### config.mk
export PLATFORM = sky130hd
export DESIGN_NAME = n163_ram_sched
export DESIGN_NICKNAME = d
export VERILOG_FILES = /design/src/rtl/n163_ram_sched_pkg.sv /design/src/rtl/n163_ram_sched_slot_timer.sv /design/src/rtl/n163_ram_sched.sv
export SDC_FILE = /design/constraint.sdc
export NUM_CORES = 1
export LEC_CHECK = 0
export BUFFER_PORTS_ARGS = -buffer_cell sky130_fd_sc_hd__buf_2
export CAP_MARGIN = 20
export CORE_MARGIN = 4
export CORE_UTILIZATION = 40
export CTS_CLUSTER_SIZE = 12
export DETAILED_ROUTE_END_ITERATION = 12
export PLACE_DENSITY = 0.69
export SLEW_MARGIN = 40
export SYNTH_ARGS = -nofsm -noshare
export SYNTH_HDL_FRONTEND = slang
export SYNTH_HIERARCHICAL = 1
export SYNTH_SLANG_ARGS = --single-unit
### constraint.sdc
create_clock -name clk -period 2 [get_ports clk]
set_clock_uncertainty 0.2 [all_clocks]
set_input_delay 0.3 -clock clk [delete_from_list [all_inputs] [get_ports clk]]
set_output_delay 0.3 -clock clk [all_outputs]
set_load 0.05 [all_outputs]
### src/rtl/n163_ram_sched_pkg.sv
// n163_pkg: constants and types shared by the N163 sound-RAM scheduler.
package n163_pkg;

  localparam int         N163_SLOT_CPU_CYCLES = 15;
  localparam logic [6:0] N163_REG_CHCFG       = 7'h7F;
  localparam logic [4:0] N163_ADDR_PORT       = 5'b11111;  // F800-FFFF
  localparam logic [4:0] N163_DATA_PORT       = 5'b01001;  // 4800-4FFF

  typedef enum logic [1:0] {GNT_NONE, GNT_CPUWR, GNT_PREF, GNT_MIX} gnt_t;

endpackage

### src/rtl/n163_ram_sched_slot_timer.sv
// n163_slot_timer: counts CPU cycles per channel slot and rotates the
// active channel from 7 down to 7-nch.
module n163_slot_timer
  import n163_pkg::*;
(
  input  logic       clk,
  input  logic       reset,
  input  logic       ce,
  input  logic [2:0] nch,
  output logic [2:0] ch_slot,
  output logic       ch_start,
  output logic       ch_last
);

  localparam logic [3:0] CNT_MAX = 4'(N163_SLOT_CPU_CYCLES - 1);

  logic [3:0] cnt;
  logic [2:0] last_slot;

  assign last_slot = 3'd7 - nch;
  assign ch_last   = (ch_slot == last_slot);

  // Slot timer and channel rotation; a slot already below the new last
  // channel (nch shrank mid-rotation) returns to 7 at the next wrap.
  always_ff @(posedge clk or posedge reset) begin
    if (reset) begin
      cnt      <= 4'd0;
      ch_slot  <= 3'd7;
      ch_start <= 1'b0;
    end else begin
      ch_start <= 1'b0;
      if (ce) begin
        if (cnt == CNT_MAX) begin
          cnt      <= 4'd0;
          ch_start <= 1'b1;
          ch_slot  <= (ch_slot <= last_slot) ? 3'd7 : ch_slot - 3'd1;
        end else begin
          cnt <= cnt + 4'd1;
        end
      end
    end
  end

endmodule

### src/rtl/n163_ram_sched.sv
// n163_ram_sched: CPU/mixer access scheduler for the N163 128x8 sound RAM.
// Optional feature: define N163_SNDRAM_READ_EN to add the CPU read buffer
// with automatic prefetch of addr_reg.
module n163_ram_sched
  import n163_pkg::*;
(
  input  logic        clk,
  input  logic        reset,
  input  logic        ce,
  input  logic        cpu_wr,
  input  logic        cpu_rd,
  input  logic [15:0] cpu_addr,
  input  logic [7:0]  cpu_din,
  output logic [7:0]  cpu_dout,
  output logic        cpu_dout_oe,
  input  logic        mix_req,
  input  logic [6:0]  mix_addr,
  output logic        mix_gnt,
  output logic        mix_valid,
  output logic [7:0]  mix_rdata,
  output logic [2:0]  ch_slot,
  output logic        ch_start,
  output logic        ch_last,
  output logic [6:0]  ram_addr,
  output logic        ram_we,
  output logic [7:0]  ram_wdata,
  input  logic [7:0]  ram_rdata
);

  logic [6:0] addr_reg;
  logic       autoinc;
  logic [2:0] nch;
  logic       wr_pend;
  logic [6:0] wr_addr;
  logic [7:0] wr_data;
  logic       pref_pend;
  gnt_t       gnt, gnt_q;

  logic addr_port_wr, data_port_wr, data_port_rd, data_acc;
  logic unused_addr_bits;

  assign unused_addr_bits = ^cpu_addr[10:0];

  assign addr_port_wr = ce & cpu_wr & (cpu_addr[15:11] == N163_ADDR_PORT);
  assign data_port_wr = ce & cpu_wr & (cpu_addr[15:11] == N163_DATA_PORT);
  assign data_port_rd = ce & cpu_rd & (cpu_addr[15:11] == N163_DATA_PORT);
  assign data_acc     = data_port_wr | data_port_rd;

  // Fixed-priority arbiter: CPU write, then prefetch, then mixer.
  always_comb begin
    gnt = GNT_NONE;
    if (reset)          gnt = GNT_NONE;
    else if (wr_pend)   gnt = GNT_CPUWR;
    else if (pref_pend) gnt = GNT_PREF;
    else if (mix_req)   gnt = GNT_MIX;
  end

  // RAM port mux driven by the winning requester.
  always_comb begin
    ram_addr  = 7'h00;
    ram_wdata = 8'h00;
    case (gnt)
      GNT_CPUWR: begin
        ram_addr  = wr_addr;
        ram_wdata = wr_data;
      end
      GNT_PREF: ram_addr = addr_reg;
      GNT_MIX:  ram_addr = mix_addr;
      default:  ram_addr = 7'h00;
    endcase
  end

  assign ram_we    = (gnt == GNT_CPUWR);
  assign mix_gnt   = (gnt == GNT_MIX);
  assign mix_valid = (gnt_q == GNT_MIX);
  assign mix_rdata = mix_valid ? ram_rdata : 8'h00;

  // CPU port decode, address register, pending write and nch snoop.
  always_ff @(posedge clk or posedge reset) begin
    if (reset) begin
      addr_reg <= 7'h00;
      autoinc  <= 1'b0;
      nch      <= 3'd0;
      wr_pend  <= 1'b0;
      wr_addr  <= 7'h00;
      wr_data  <= 8'h00;
      gnt_q    <= GNT_NONE;
    end else begin
      gnt_q <= gnt;
      if (gnt == GNT_CPUWR) begin
        wr_pend <= 1'b0;
        if (wr_addr == N163_REG_CHCFG) nch <= wr_data[6:4];
      end
      if (addr_port_wr) begin
        autoinc  <= cpu_din[7];
        addr_reg <= cpu_din[6:0];
      end else if (data_acc) begin
        if (data_port_wr) begin
          wr_pend <= 1'b1;
          wr_addr <= addr_reg;
          wr_data <= cpu_din;
        end
        if (autoinc) addr_reg <= addr_reg + 7'd1;
      end
    end
  end

`ifdef N163_SNDRAM_READ_EN
  logic [7:0] rd_buf;
  logic       addr_chg;

  assign addr_chg = addr_port_wr | (data_acc & autoinc);

  // Read buffer: refetched whenever addr_reg moves; a write landing on the
  // current address overrides any older prefetch data.
  always_ff @(posedge clk or posedge reset) begin
    if (reset) begin
      pref_pend <= 1'b0;
      rd_buf    <= 8'h00;
    end else begin
      if (gnt == GNT_PREF) pref_pend <= 1'b0;
      if (addr_chg)        pref_pend <= 1'b1;
      if (gnt_q == GNT_PREF) rd_buf <= ram_rdata;
      if (gnt == GNT_CPUWR && wr_addr == addr_reg) rd_buf <= wr_data;
    end
  end

  assign cpu_dout_oe = data_port_rd & ~reset;
  assign cpu_dout    = cpu_dout_oe ? rd_buf : 8'h00;
`else
  assign pref_pend   = 1'b0;
  assign cpu_dout_oe = 1'b0;
  assign cpu_dout    = 8'h00;
`endif

  n163_slot_timer u_slot_timer (
    .clk      (clk),
    .reset    (reset),
    .ce       (ce),
    .nch      (nch),
    .ch_slot  (ch_slot),
    .ch_start (ch_start),
    .ch_last  (ch_last)
  );

endmodule

==> Word level (Yosys, flattened, before mapping) <==
Index checks and enable logic that the tools add are counted.
{ "word_totals": {"register_bits": 37, "inputBits": 45, "out_inout_bits": 40, "elab_cells": 54} }
{ "classes": {"add_sub_neg": 4, "n_lt_le_gt_ge": 1, "eq_ne": 9, "muxes": 17, "n_bitwise": 7, "n_reduce_logical": 6} }
{ "op_table": {"columns": ["operator", "n"], "rows": [
  ["two-way mux 7 bit", 3],
  ["one-hot mux 7 bit (3 select lines)", 1],
  ["two-way mux 8 bit", 2],
  ["adder 7 x 1 -> 7 bit, second input constant", 1],
  ["== test 7 bit, second input constant", 1],
  ["== test 2 bit, second input constant", 3],
  ["two-way mux 1 bit", 6],
  ["two-way mux 2 bit", 3],
  ["AND reduction 2 bit", 3],
  ["AND 1 bit", 5],
  ["== test 5 x 4 -> 1 bit, second input constant", 1],
  ["== test 5 bit, second input constant", 1],
  ["adder 4 x 1 -> 4 bit, second input constant", 1],
  ["== test 4 bit, second input constant", 1],
  ["two-way mux 4 bit", 1],
  ["nonzero test 2 bit", 2],
  ["== test 3 bit", 1],
  ["<= comparator 3 bit", 1],
  ["two-way mux 3 bit", 1],
  ["AND reduction 3 bit", 1],
  ["subtractor 3 x 1 -> 3 bit, second input constant", 1],
  ["subtractor 3 bit, first input constant", 1],
  ["== test 2 x 1 -> 1 bit, second input constant", 1],
  ["inverter 1 bit", 1],
  ["bitwise OR 1 bit", 1]
]} }

==> Longest topological paths before layout <==
{ "logic_depth": {"ltp_word": 8, "ltp_mapped": 6, "mapped_depth_nobuf": 6} }

==> Hierarchy <==
Netlist, hierarchy kept.
{ "modules_own_cells": {"columns": ["mod", "n_inst", "cells_per_inst", "area_per_inst_um2", "seq_area_each_um2"], "rows": [
  ["n163_ram_sched", 1, 139, 1530.2, 725.7],
  ["n163_slot_timer", 1, 46, 462.9, 203.9]
]} }

==> Worst setup path after synthesis <==
No wires, ideal clock.
{ "synth_path": {"kind": "reg2out", "from": "register wr_pend", "to": "output port ram_addr[2]", "arrival_ns": 1.860, "required_time_ns": 1.500, "path_slack_ns": -0.360, "path_stages_with_launch": 5, "n_path_buf": 2, "path_cell_list": "dfrtp_1 > nor2b_1 > clkbuf_1 > clkbuf_1 > a22o_1"} }
{ "synth_between": {"elab_chain_len": 4, "elab_cells_between_ends": 6, "cone_classes": "eq/ne (3); mux (3)"} }
{ "synth_rtl": {"columns": ["element", "line_no", "source"], "rows": [
  ["start: declaration", "n163_ram_sched.sv:33", "logic wr_pend;"],
  ["start signal: assignment", "n163_ram_sched.sv:84", "wr_pend <= 1'b0;"],
  ["start signal: assignment", "n163_ram_sched.sv:91", "wr_pend <= 1'b0;"],
  ["start signal: assignment", "n163_ram_sched.sv:99", "wr_pend <= 1'b1;"],
  ["two-way mux 2 bit", "n163_ram_sched.sv:53", "else if (wr_pend) gnt = GNT_CPUWR;"],
  ["two-way mux 2 bit", "n163_ram_sched.sv:52", "if (reset) gnt = GNT_NONE;"],
  ["== test 2 x 1 -> 1 bit", null, null],
  ["named net ram_we", "n163_ram_sched.sv:25", "output logic ram_we,"],
  ["one-hot mux 7 bit (3 select lines)", "n163_ram_sched.sv:62", "case (gnt)"],
  ["end: declaration", "n163_ram_sched.sv:24", "output logic [6:0] ram_addr,"]
]} }
The timed path passes the listed nets, and every way through them passes these cells.

==> Final worst setup path <==
{ "layout_path": {"from": "register u_slot_timer.ch_slot[0]", "to": "output port ch_last"} }
{ "layout_between": {"elab_chain_len": 1} }
{ "layout_rtl": {"columns": ["element", "line_no", "source"], "rows": [
  ["start: declaration", "n163_ram_sched_slot_timer.sv:10", "output logic [2:0] ch_slot,"],
  ["start signal: assignment", "n163_ram_sched_slot_timer.sv:36", "ch_slot <= (ch_slot <= last_slot) ? 3'd7 : ch_slot - 3'd1;"],
  ["== test 3 bit", "n163_ram_sched_slot_timer.sv:21", "assign ch_last = (ch_slot == last_slot);"],
  ["end: declaration", "n163_ram_sched.sv:23", "output logic ch_last,"]
]} }
Every way passes these cells.

==> impl_summary.txt <==
----------------------------------------------------
[Critical path]
  Startpoint types ... flop
  Worst-path fanout max ... 4
  Critical path start-end classification ... flop to output port
  Worst setup EP type ... output port
  CP Data Arrival Time ... 1.47 ns
  Critical Path RT ... 1.50 ns

[Job]
  Max-cap violations ... 0

[Yosys]
  Post-synthesis sequential area ratio ... 0.466
  Cell taking the most area after synthesis ... sky130_fd_sc_hd__dfrtp_1
  Number of instances in the synthesized netlist ... 185
  Number of warnings issued by yosys ... 6
  Most used flip-flop cell after synthesis ... sky130_fd_sc_hd__dfrtp_1
  Number of enable flip-flop cells after synthesis ... 0
  Post-synth top area share ... 0.427
  Most used standard cell by instance count after synthesis ... sky130_fd_sc_hd__dfrtp_1
  Count of different cell masters after synthesis ... 40
  Mean instance size in the synthesized netlist ... 10.8 um2
  Cell Area, Synth ... 1990 um2
  Share of async-settable or async-resettable flops after synthesis ... 1.00
  Cell types with the highest counts after synthesis ... sky130_fd_sc_hd__dfrtp_1, sky130_fd_sc_hd__mux2_2, sky130_fd_sc_hd__nand2_1
  Synthesis-stage register bit count ... 37
  Top cells by area in the synthesized netlist ... sky130_fd_sc_hd__dfrtp_1, sky130_fd_sc_hd__mux2_2, sky130_fd_sc_hd__dfstp_2, sky130_fd_sc_hd__buf_4, sky130_fd_sc_hd__nand2_1

[Detailed routing]
  Detailed-routing iteration count for the pre-antenna-repair pass ... 6
  Final Routed Wirelength ... between 4000 and 5000 um
  DRC violation count after routing ... 0
  Number of DRC markers in iteration 0 ... 41
  Average wire length per cell after detail routing ... 12.6 um
  Remaining antenna violation count after routing ... 0
  Avg Vias per Cell ... 4.79
  Routed via count ... 1591

[Global route]
  Via count of the first global-routing pass ... ~1500
  Remaining global-route overflow ... 0
  Initial antenna violation count ... 0
  Combined global-route utilization of all metal layers ... 0.139
  First-pass GRT wire length ... 6810 um
  Largest net degree at the start of global routing ... 28

[Place]
  Detailed-placement wirelength estimate ... about 3200 um
  GPL Wtd Cong ... 0.814
  Port Buffer Count ... 64

[Cells and area]
  Number of antenna diodes ... 0
  Area growth from synthesis to layout ... 33.3%
  Flip-flop count of the largest register, all copies and words added ... 8
  Net total in the final layout ... 314
  Share of final-layout standard cells stronger than drive strength 1 ... 0.502
  Final core area utilization ... 0.555

[Floorplanning]
  DIE HEIGHT ... 78.6 um
  Horiz. Die Dim ... approximately 79 um
  Area of the die ... 6180 um2
  Initial core utilization ... 0.416
  Core area ... 4790 um2
  Row Count ... 25
  Number of top-level design ports ... 85

[Clock tree]
  Clock-pin slew reported for the worst setup and hold paths after clock tree synthesis ... 0.07 ns
  Clock insertion delay at the later pin of the skew report ... approximately 0.29 ns
  Buffer cell driving the clock tree root ... sky130_fd_sc_hd__clkbuf_8
  TritonCTS clock tree ... yes
  H-tree depth ... 2
  TritonCTS buffer count ... 5
  Total clock sinks ... 37
  Buffers from clock root to sink, at most ... 2

[Timing]
  Fmax ... between 500 and 600 MHz
  Unrepaired setup endpoints after global routing ... true
  Tmin final ... 1.97 ns
  Final hold violation count ... 0
  Final setup fails ... 0
  Max-slew violation count ... 0
  Final clock period utilization by the worst path ... 0.986

[Status]
  Run status ... complete, no violations

[Power]
  Static Leak ... ~1.4 nW
  VDD IR-drop max ... approximately 500 uV
  Power density over cell area ... 876 nW/um2
  Total Power Consumption ... 2.33 mW

[Hold path]
  Worst hold path class ... input pin to flop

----------------------------------------------------
critical path, stage by stage (launching register included):
cell,delay (ns)
sky130_fd_sc_hd__dfstp_2,0.56
sky130_fd_sc_hd__inv_2,0.06
sky130_fd_sc_hd__ha_4,0.25
sky130_fd_sc_hd__and3_4,0.18
sky130_fd_sc_hd__buf_8,0.14
cells in the final DEF, fill, tap and decap left out, types with 4 or more instances in the layout:
cell type,count
sky130_fd_sc_hd__buf_2,48
sky130_fd_sc_hd__dfrtp_1,34
sky130_fd_sc_hd__buf_4,26
sky130_fd_sc_hd__mux2_2,21
sky130_fd_sc_hd__nand2_1,17
sky130_fd_sc_hd__conb_1,9
sky130_fd_sc_hd__and2_2,8
sky130_fd_sc_hd__and3_1,8
sky130_fd_sc_hd__o21ai_0,7
sky130_fd_sc_hd__nand3_1,6
sky130_fd_sc_hd__xnor2_1,6
sky130_fd_sc_hd__clkbuf_8,6
sky130_fd_sc_hd__nor4_1,5
sky130_fd_sc_hd__inv_1,5
sky130_fd_sc_hd__a22o_1,5
sky130_fd_sc_hd__ha_1,4
logic make-up (layout without fill, tap and decap cells):
group | after synthesis | after routing | synth area share
AOI/OAI and AO/OA | 26 | 26 | 0.0854
muxes | 22 | 22 | 0.124
xor gates and xnor gates | 6 | 6 | 0.0264
DFF | 37 | 37 | 0.466
adders and majority gates | 5 | 5 | 0.0314
buffers and inverters | 22 | 94 | 0.0716
and+or+nand+nor | 66 | 66 | 0.193
other | 1 | 9 | 0.00188
area by class of cell:
type / count / area (um2)
Timing Repair Buffer: 79 / 499
Fill cell: 438 / 2130
Sequential cell: 37 / 930
Clock inverter: 2 / 37.5
Multi-Input combinational cell: 134 / 997
Inverter: 7 / 26.3
Clock buffer: 6 / 82.6
Tap cell: 67 / 83.8
path summary, 6_finish.rpt:
path | startpoint | endpoint | slack, ns | cells past startpoint
worst max-delay path | u_slot_timer/ch_slot[0] | ch_last | 0.03 | 4
worst min-delay path | cpu_din[4] | addr_reg[4] | 0.02 | 3
worst max register to register | u_slot_timer/ch_slot[2] | u_slot_timer/ch_slot[2] | 0.19 | 5
worst min register to register | wr_data[3] | wr_data[3] | 0.30 | 1
max in group asynchronous | reset | addr_reg[2] | 0.71 | 4
min in group asynchronous | reset | gnt_q[0] | 0.33 | 3
repair_timing:
action | 4_1_cts | 5_1_grt
setup buffers | 1 | 1
endpoints found under the setup margin | 16 | 8
hold buffers | 1 | 0
resized for setup | 15 | 11
hold endpoints to repair | 7 | 0
per-layer routing:
layer  track usage  routed length [um]  up-vias
met5             0                   0        -
met4        0.0367                  31        0
met3        0.0539                 383        6
met2         0.222                1940       63
met1         0.176                1820      721
li1              -                   -      801
through the flow:
step           area (um2)  hold slack (ns)  cells  setup slack (ns)  setup TNS [ns]
6_report             2660           0.0219    332            0.0273               0
5_1_grt              2660           0.0319    332           -0.0319         -0.0372
4_1_cts              2630           0.0198    331           0.00114               0
3_5_place_dp         2440           0.0419    321           -0.0673         -0.0673
3_3_place_gp         2440           0.0346    321           -0.0206         -0.0206
2_1_floorplan        2050          -0.0865    193          -0.00666        -0.00666
power breakdown:
| group | leakage [nW] | switching [mW] | internal, mW |
|---|---|---|---|
| clock | 0.0574 | 0.264 | 0.405 |
| sequential | 0.486 | 0.132 | 0.887 |
| combinational | 0.807 | 0.392 | 0.246 |
| total | 1.35 | 0.788 | 1.54 |
Note: power is estimated with default switching activity, not from simulation.
